[src/rtl/pipeline_sequencer_pkg.sv]
// rtl/pipeline_sequencer_pkg.sv - shared stage codes, group indices and sequencer state encodings
//
// Purpose : common constants for the pipeline sequencer and its users.
//   STAGE_*      one-hot pipeline_stage codes presented to signal_generation_unit
//   GROUP_*      bit indices into the decoded opcode_group vector
//   seq_state_t  internal sequencer state encodings SEQ_S_IF..SEQ_S_WB
//   stage_of()   maps a sequencer state to the stage code it presents
package pipeline_sequencer_pkg;

  localparam logic [4:0] STAGE_IF  = 5'b00001;
  localparam logic [4:0] STAGE_ID  = 5'b00010;
  localparam logic [4:0] STAGE_EX  = 5'b00100;
  localparam logic [4:0] STAGE_MEM = 5'b01000;
  localparam logic [4:0] STAGE_WB  = 5'b10000;

  localparam int GROUP_ALU    = 0;
  localparam int GROUP_LOAD   = 1;
  localparam int GROUP_STORE  = 2;
  localparam int GROUP_BRANCH = 3;

  typedef enum logic [2:0] {
    SEQ_S_IF  = 3'd0,
    SEQ_S_ID  = 3'd1,
    SEQ_S_IF2 = 3'd2,
    SEQ_S_EX  = 3'd3,
    SEQ_S_MEM = 3'd4,
    SEQ_S_WB  = 3'd5
  } seq_state_t;

  // The second fetch cycle is still a fetch as far as downstream decode is
  // concerned; fetch_second distinguishes it.
  function automatic logic [4:0] stage_of(seq_state_t s);
    case (s)
      SEQ_S_IF:  return STAGE_IF;
      SEQ_S_ID:  return STAGE_ID;
      SEQ_S_IF2: return STAGE_IF;
      SEQ_S_EX:  return STAGE_EX;
      SEQ_S_MEM: return STAGE_MEM;
      SEQ_S_WB:  return STAGE_WB;
      default:   return STAGE_IF;
    endcase
  endfunction

endpackage

[src/rtl/pipeline_sequencer_mem_wait_timer.sv]
// rtl/pipeline_sequencer_mem_wait_timer.sv - data-memory wait-cycle counter with terminal flag
//
// Purpose : counts data-memory wait cycles while the sequencer sits in MEM.
// Ports   :
//   clk       in   system clock
//   reset     in   asynchronous active-low reset
//   clear     in   synchronous clear (has priority over count_en)
//   count_en  in   increment this cycle
//   terminal  out  count has reached MAX_WAIT-1
module pipeline_sequencer_mem_wait_timer #(
  parameter int MAX_WAIT = 16
) (
  input  logic clk,
  input  logic reset,
  input  logic clear,
  input  logic count_en,
  output logic terminal
);

  logic [7:0] count;

  always_ff @(posedge clk or negedge reset) begin
    if (!reset) begin
      count <= '0;
    end else if (clear) begin
      count <= '0;
    end else if (count_en) begin
      count <= count + 8'd1;
    end
  end

  assign terminal = (count == 8'(MAX_WAIT - 1));

endmodule

[src/rtl/pipeline_sequencer.sv]
// rtl/pipeline_sequencer.sv - multi-cycle IF/ID/EX/MEM/WB control sequencer
//
// Purpose : steps each instruction through IF, ID, (IF2), EX, (MEM), WB,
//           stalling on memory wait states and aborting hung data accesses.
// Option  : SINGLE_STEP_EN adds step_mode/step_req and a step_pending register
//           that admits exactly one instruction per request.
// Ports   :
//   clk             in   system clock
//   reset           in   asynchronous active-low reset
//   enable          in   permits leaving IF for a new instruction
//   opcode_group    in   decoded group vector, valid from ID onward
//   two_word        in   instruction has a second program word (sampled in ID)
//   imem_ready      in   instruction word available this cycle
//   dmem_ready      in   data access completes this cycle
//   step_mode       in   (SINGLE_STEP_EN) single-step operation
//   step_req        in   (SINGLE_STEP_EN) request one instruction
//   pipeline_stage  out  registered one-hot stage code
//   fetch_second    out  registered, high during IF2
//   pc_inc          out  high in IF/IF2 while imem_ready
//   instr_done      out  high during WB
//   bus_error       out  registered pulse the cycle after a MEM timeout
module pipeline_sequencer
  import pipeline_sequencer_pkg::*;
#(
  parameter int STAGE_COUNT = 5,
  parameter int GROUP_COUNT = 8,
  parameter int MAX_WAIT    = 16
) (
  input  logic                   clk,
  input  logic                   reset,
  input  logic                   enable,
  input  logic [GROUP_COUNT-1:0] opcode_group,
  input  logic                   two_word,
  input  logic                   imem_ready,
  input  logic                   dmem_ready,
`ifdef SINGLE_STEP_EN
  input  logic                   step_mode,
  input  logic                   step_req,
`endif
  output logic [STAGE_COUNT-1:0] pipeline_stage,
  output logic                   fetch_second,
  output logic                   pc_inc,
  output logic                   instr_done,
  output logic                   bus_error
);

  localparam logic [GROUP_COUNT-1:0] MEM_GROUPS =
    (GROUP_COUNT'(1) << GROUP_LOAD) | (GROUP_COUNT'(1) << GROUP_STORE);

  seq_state_t state;
  seq_state_t state_next;
  logic       step_ok;
  logic       wait_terminal;
  logic       mem_abort;
  logic       mem_op;

  assign mem_op = |(opcode_group & MEM_GROUPS);

  // Counter is held clear outside MEM, so it starts from zero on every entry.
  pipeline_sequencer_mem_wait_timer #(
    .MAX_WAIT (MAX_WAIT)
  ) u_wait_timer (
    .clk      (clk),
    .reset    (reset),
    .clear    (state != SEQ_S_MEM),
    .count_en ((state == SEQ_S_MEM) && !dmem_ready),
    .terminal (wait_terminal)
  );

`ifdef SINGLE_STEP_EN
  logic step_pending;
  logic if_take;

  assign if_take = (state == SEQ_S_IF) && (state_next == SEQ_S_ID);
  assign step_ok = !step_mode || step_pending || step_req;

  // A request arriving on the admitting cycle is consumed by that instruction;
  // later requests during the instruction collapse into one pending step.
  always_ff @(posedge clk or negedge reset) begin
    if (!reset) begin
      step_pending <= 1'b0;
    end else if (if_take) begin
      step_pending <= 1'b0;
    end else if (step_req) begin
      step_pending <= 1'b1;
    end
  end
`else
  assign step_ok = 1'b1;
`endif

  // State register; Moore outputs are registered from the next state so they
  // line up with the state they describe.
  always_ff @(posedge clk or negedge reset) begin
    if (!reset) begin
      state          <= SEQ_S_IF;
      pipeline_stage <= STAGE_COUNT'(STAGE_IF);
      fetch_second   <= 1'b0;
      bus_error      <= 1'b0;
    end else begin
      state          <= state_next;
      pipeline_stage <= STAGE_COUNT'(stage_of(state_next));
      fetch_second   <= (state_next == SEQ_S_IF2);
      bus_error      <= mem_abort;
    end
  end

  always_comb begin
    state_next = state;
    case (state)
      SEQ_S_IF:  if (enable && imem_ready && step_ok) state_next = SEQ_S_ID;
      SEQ_S_ID:  state_next = two_word ? SEQ_S_IF2 : SEQ_S_EX;
      SEQ_S_IF2: if (imem_ready) state_next = SEQ_S_EX;
      SEQ_S_EX:  state_next = mem_op ? SEQ_S_MEM : SEQ_S_WB;
      SEQ_S_MEM: begin
        // ready wins over a coincident timeout
        if (dmem_ready)         state_next = SEQ_S_WB;
        else if (wait_terminal) state_next = SEQ_S_IF;
      end
      SEQ_S_WB:  state_next = SEQ_S_IF;
      default:   state_next = SEQ_S_IF;
    endcase
  end

  // pc_inc is not qualified by enable; the PC unit pairs it with the stage move.
  always_comb begin
    pc_inc     = 1'b0;
    instr_done = 1'b0;
    mem_abort  = 1'b0;
    case (state)
      SEQ_S_IF:  pc_inc = imem_ready;
      SEQ_S_IF2: pc_inc = imem_ready;
      SEQ_S_MEM: mem_abort = !dmem_ready && wait_terminal;
      SEQ_S_WB:  instr_done = 1'b1;
      default:   ;
    endcase
  end

endmodule

[config.mk]
export PLATFORM = sky130hd
export DESIGN_NAME = pipeline_sequencer
export DESIGN_NICKNAME = d
export VERILOG_FILES = /design/src/rtl/pipeline_sequencer_pkg.sv /design/src/rtl/pipeline_sequencer_mem_wait_timer.sv /design/src/rtl/pipeline_sequencer.sv
export SDC_FILE = /design/constraint.sdc
export NUM_CORES = 1
export LEC_CHECK = 0
export BUFFER_PORTS_ARGS = -buffer_cell sky130_fd_sc_hd__buf_2
export CORE_UTILIZATION = 40
export CTS_BUF_LIST = sky130_fd_sc_hd__clkbuf_4
export DETAILED_ROUTE_END_ITERATION = 8
export PLACE_DENSITY_LB_ADDON = 0.08
export SLEW_MARGIN = 20
export SYNTH_ARGS = -nofsm -noshare
export SYNTH_HDL_FRONTEND = slang
export SYNTH_SLANG_ARGS = --single-unit
[constraint.sdc]
create_clock -name clk -period 2.4 [get_ports clk]
set_input_delay 0.36 -clock clk [delete_from_list [all_inputs] [get_ports clk]]
set_output_delay 0.36 -clock clk [all_outputs]
set_load 0.03 [all_outputs]
==> key figures <==
Hold path
  • Hold crit path type: in2reg

Critical path
  • End of the critical path: pc_inc
  • WP depth: 3
  • Crit. End Element: primary output
  • CP Cell Sequence: nor2b_1, nor2b_1, buf_2
  • Launch point of the worst path: state[0]
  • Slowest CP cell: dfrtp_1
  • Worst R2R Start: u_wait_timer.count[4]
  • Max incr delay on CP: 0.51 ns
  • CP startpoint kind: flop
  • Slack of the worst reg-to-reg path: 1.01 ns
  • Worst-path maximum fanout: 12
  • Crit-path most repeated cell: nor2b_1
  • Critical path buffer and inverter count: 1
  • Critical path class: reg2out
  • Worst Path Arrival: 1.38 ns
  • CP top delay family: flip-flops
  • Worst Reg2Reg Path Length in Cells: 3
  • R2r endpoint: pipeline_stage[3]
  • Worst path required time: 2.04 ns

Synth
  • Mapped Area: 861 µm²
  • Synth area leader: dfrtp_1
  • Number of synthesized register bits: 18
  • Sequential area share after synthesis: 52.5%
  • Synth Area per Inst: 10.2 µm²
  • Yosys warning total: 0
  • Synth area leaders: dfrtp_1 (49%), a21oi_1 (4.1%), nor2_1 (3.9%), dfstp_2 (3.1%), nand2_1 (3.1%)
  • Synth Instances: 84
  • Syn_nets: 99
  • Post-synth top area share: 49.4%
  • Synth unique cells: 29

Timing
  • Slew HR: 73.6%
  • Fin crit share: a little over 70%
  • Setup TNS: 0 ns
  • Final Skew: about 0.0044 ns
  • RSZ-0062 raised after global routing: false
  • Hold Fails Final Rpt: 0
  • Worst-Margin Slew: 0.396 ns
  • Tmin final: 1.74 ns
  • Setup-violating endpoint count in the final report: 0
  • Fmax: 575 MHz
  • Slew Viols, Final: 0

Place
  • IO buf count: 16
  • Placed instance count: between 100 and 150
  • Placer Congestion: 0.718
  • HPWL Detailed: 1.07 mm
  • DP Area: 955 µm²

Floorplan
  • Die Y: between 40 and 50 µm
  • Core Box Area: 2000 µm²
  • Die Wd: approximately 48 µm
  • Ports: 23
  • # rows: 16
  • Initial Util: a little over two fifths
  • Total Die Area: 2340 µm²

Route
  • 1st-pass router iterations: 4
  • Drt drc: 0
  • Vias per std cell: 5.13
  • Number of DRC markers in iteration 0: 13
  • Drt total wl: roughly 1.5 mm
  • Routed Antenna Nets: 0
  • DR WL/cell: roughly 12 µm
  • Vias: 657

Power
  • Pwr Density: 895 nW/µm²
  • Pleak: ~0.00049 µW
  • Maximum vdd ir drop: 0.557 mV

Final layout
  • Sequential Area: 452 µm²
  • Layout cells sized above 1: 25.7%
  • P&R area growth vs syn: 15.1%
  • Nets@finish: about 120
  • Multi-input logic area: 385 µm²
  • # diodes: 0
  • Fillers: 198
  • Commonest non-fill, non-tap cell in the layout: dfrtp_1
  • Finished Layout Cells: around 130
  • Commonest cells after routing, fill and taps aside: dfrtp_1 (17), buf_2 (16), nor2_1 (9)
  • Cell area after layout: approximately 1000 µm²

GRT
  • Number of global-route vias before repair: 584
  • Pin count of the biggest net entering global routing: 19
  • GRT Overall Usage: 15.0%
  • Remaining Overflow, GRT: 0
  • First-pass GRT wire length: around 2.6 mm
  • Antenna violations before repair: 0

Clock network
  • # resized after CTS: 0
  • Clock slew at reported path FFs: 0.09 ns
  • Root buffer cell: clkbuf_4
  • Worst-skew pair later-pin latency: approximately 0.29 ns
  • CTS Buf Count: 3
  • CTS Hold Bufs: 1
  • Longest Clk Path Bufs: 2
  • CTS tree: yes
  • Sink Count: 18
  • Number of setup buffers added after CTS: 0
  • H-tree level count: 1

Outcome
  • Result of the run: complete, no violations

Run
  • Max-cap violations: 0
-- where the power goes --
part | leakage [µW] | switching [µW] | internal (µW)
sequential | 0.000241 | 70.6 | 369
clock | 0.0000154 | 90.5 | 60.6
combinational | 0.000229 | 183 | 113
total | 0.000485 | 344 | 542
-- cell type report --
cell class              instances  area share (%)
well taps                      27            3.41
inverters                       1           0.379
repair buffers                 17            9.09
clock buffers                   3            2.27
clock inverters                 1           0.379
multi-input cells              61            38.9
flip-flops and latches         18            45.6
-- layer usage --
layer	vias up	routed length (µm)	GRT usage, %
li1	327	-	-
met1	311	730	20.4
met2	14	687	22.1
met3	5	75	5.97
met4	0	24	4.41
met5	-	0	0
-- how the worst min path moves through the flow --
| stage | startpoint | to | slack [ns] | cells after the start |
|---|---|---|---|---|
| after CTS | imem_ready | pipeline_stage[1] | 0.29 | 3 |
| after floorplan | reset | bus_error | 0.06 | 0 |
| after detailed placement | reset | pipeline_stage[1] | 0.31 | 1 |
| final | imem_ready | pipeline_stage[1] | 0.30 | 3 |
| after global routing | imem_ready | pipeline_stage[1] | 0.31 | 3 |
| after global placement | reset | pipeline_stage[2] | 0.30 | 1 |
-- registers in the layout (all words and copies together), names as in the netlist --
name	cells
pipeline_stage	5
bus_error	1
fetch_second	1
u_wait_timer.count	8
state	3
-- logic make-up after synthesis --
logic type | Yosys count | share of synthesized area (%)
xor gates and xnor gates | 5 | 5.09
buffers and inverters | 5 | 2.76
and+or+nand+nor | 38 | 26.5
adders and majority gates | 1 | 1.45
DFF | 18 | 52.5
AOI/OAI and AO/OA | 17 | 11.8
-- tightest hold or removal path: cells and delay by family --
kind          cells  cell delay, ns
buf+inv           1            0.11
simple gates      2            0.09
-- per-stage QoR --
| stage | hold WS, ns | worst slack [ns] | power (µW) | utilization [%] |
|---|---|---|---|---|
| CTS | 0.289 | 0.654 | 899 | 49.5 |
| floorplan | 0.0644 | 1.03 | 671 | - |
| finish | 0.297 | 0.661 | 887 | 49.5 |
| detailed placement | 0.311 | 0.988 | 744 | 47.7 |
| global placement | 0.305 | 1.01 | 739 | 47.7 |
| global route | 0.311 | 0.536 | 955 | 49.5 |
-- Yosys cell counts (all sizes together) --
cell     n
dfstp    1
nand4    1
nand3    1
nor4     1
nand2    7
a21oi    7
o21ai    6
nor2b    3
inv      1
ha       1
xnor2    2
dfrtp   17
nand4b   2
buf      4
o21a     1
or2      2
and3b    1
nor2     9
or3      4
nor3b    2
o211ai   2
nand3b   2
or4      1
nor3     1
o31a     1
xor2     3
nand2b   1
Note: power is estimated with default switching activity, not from simulation.
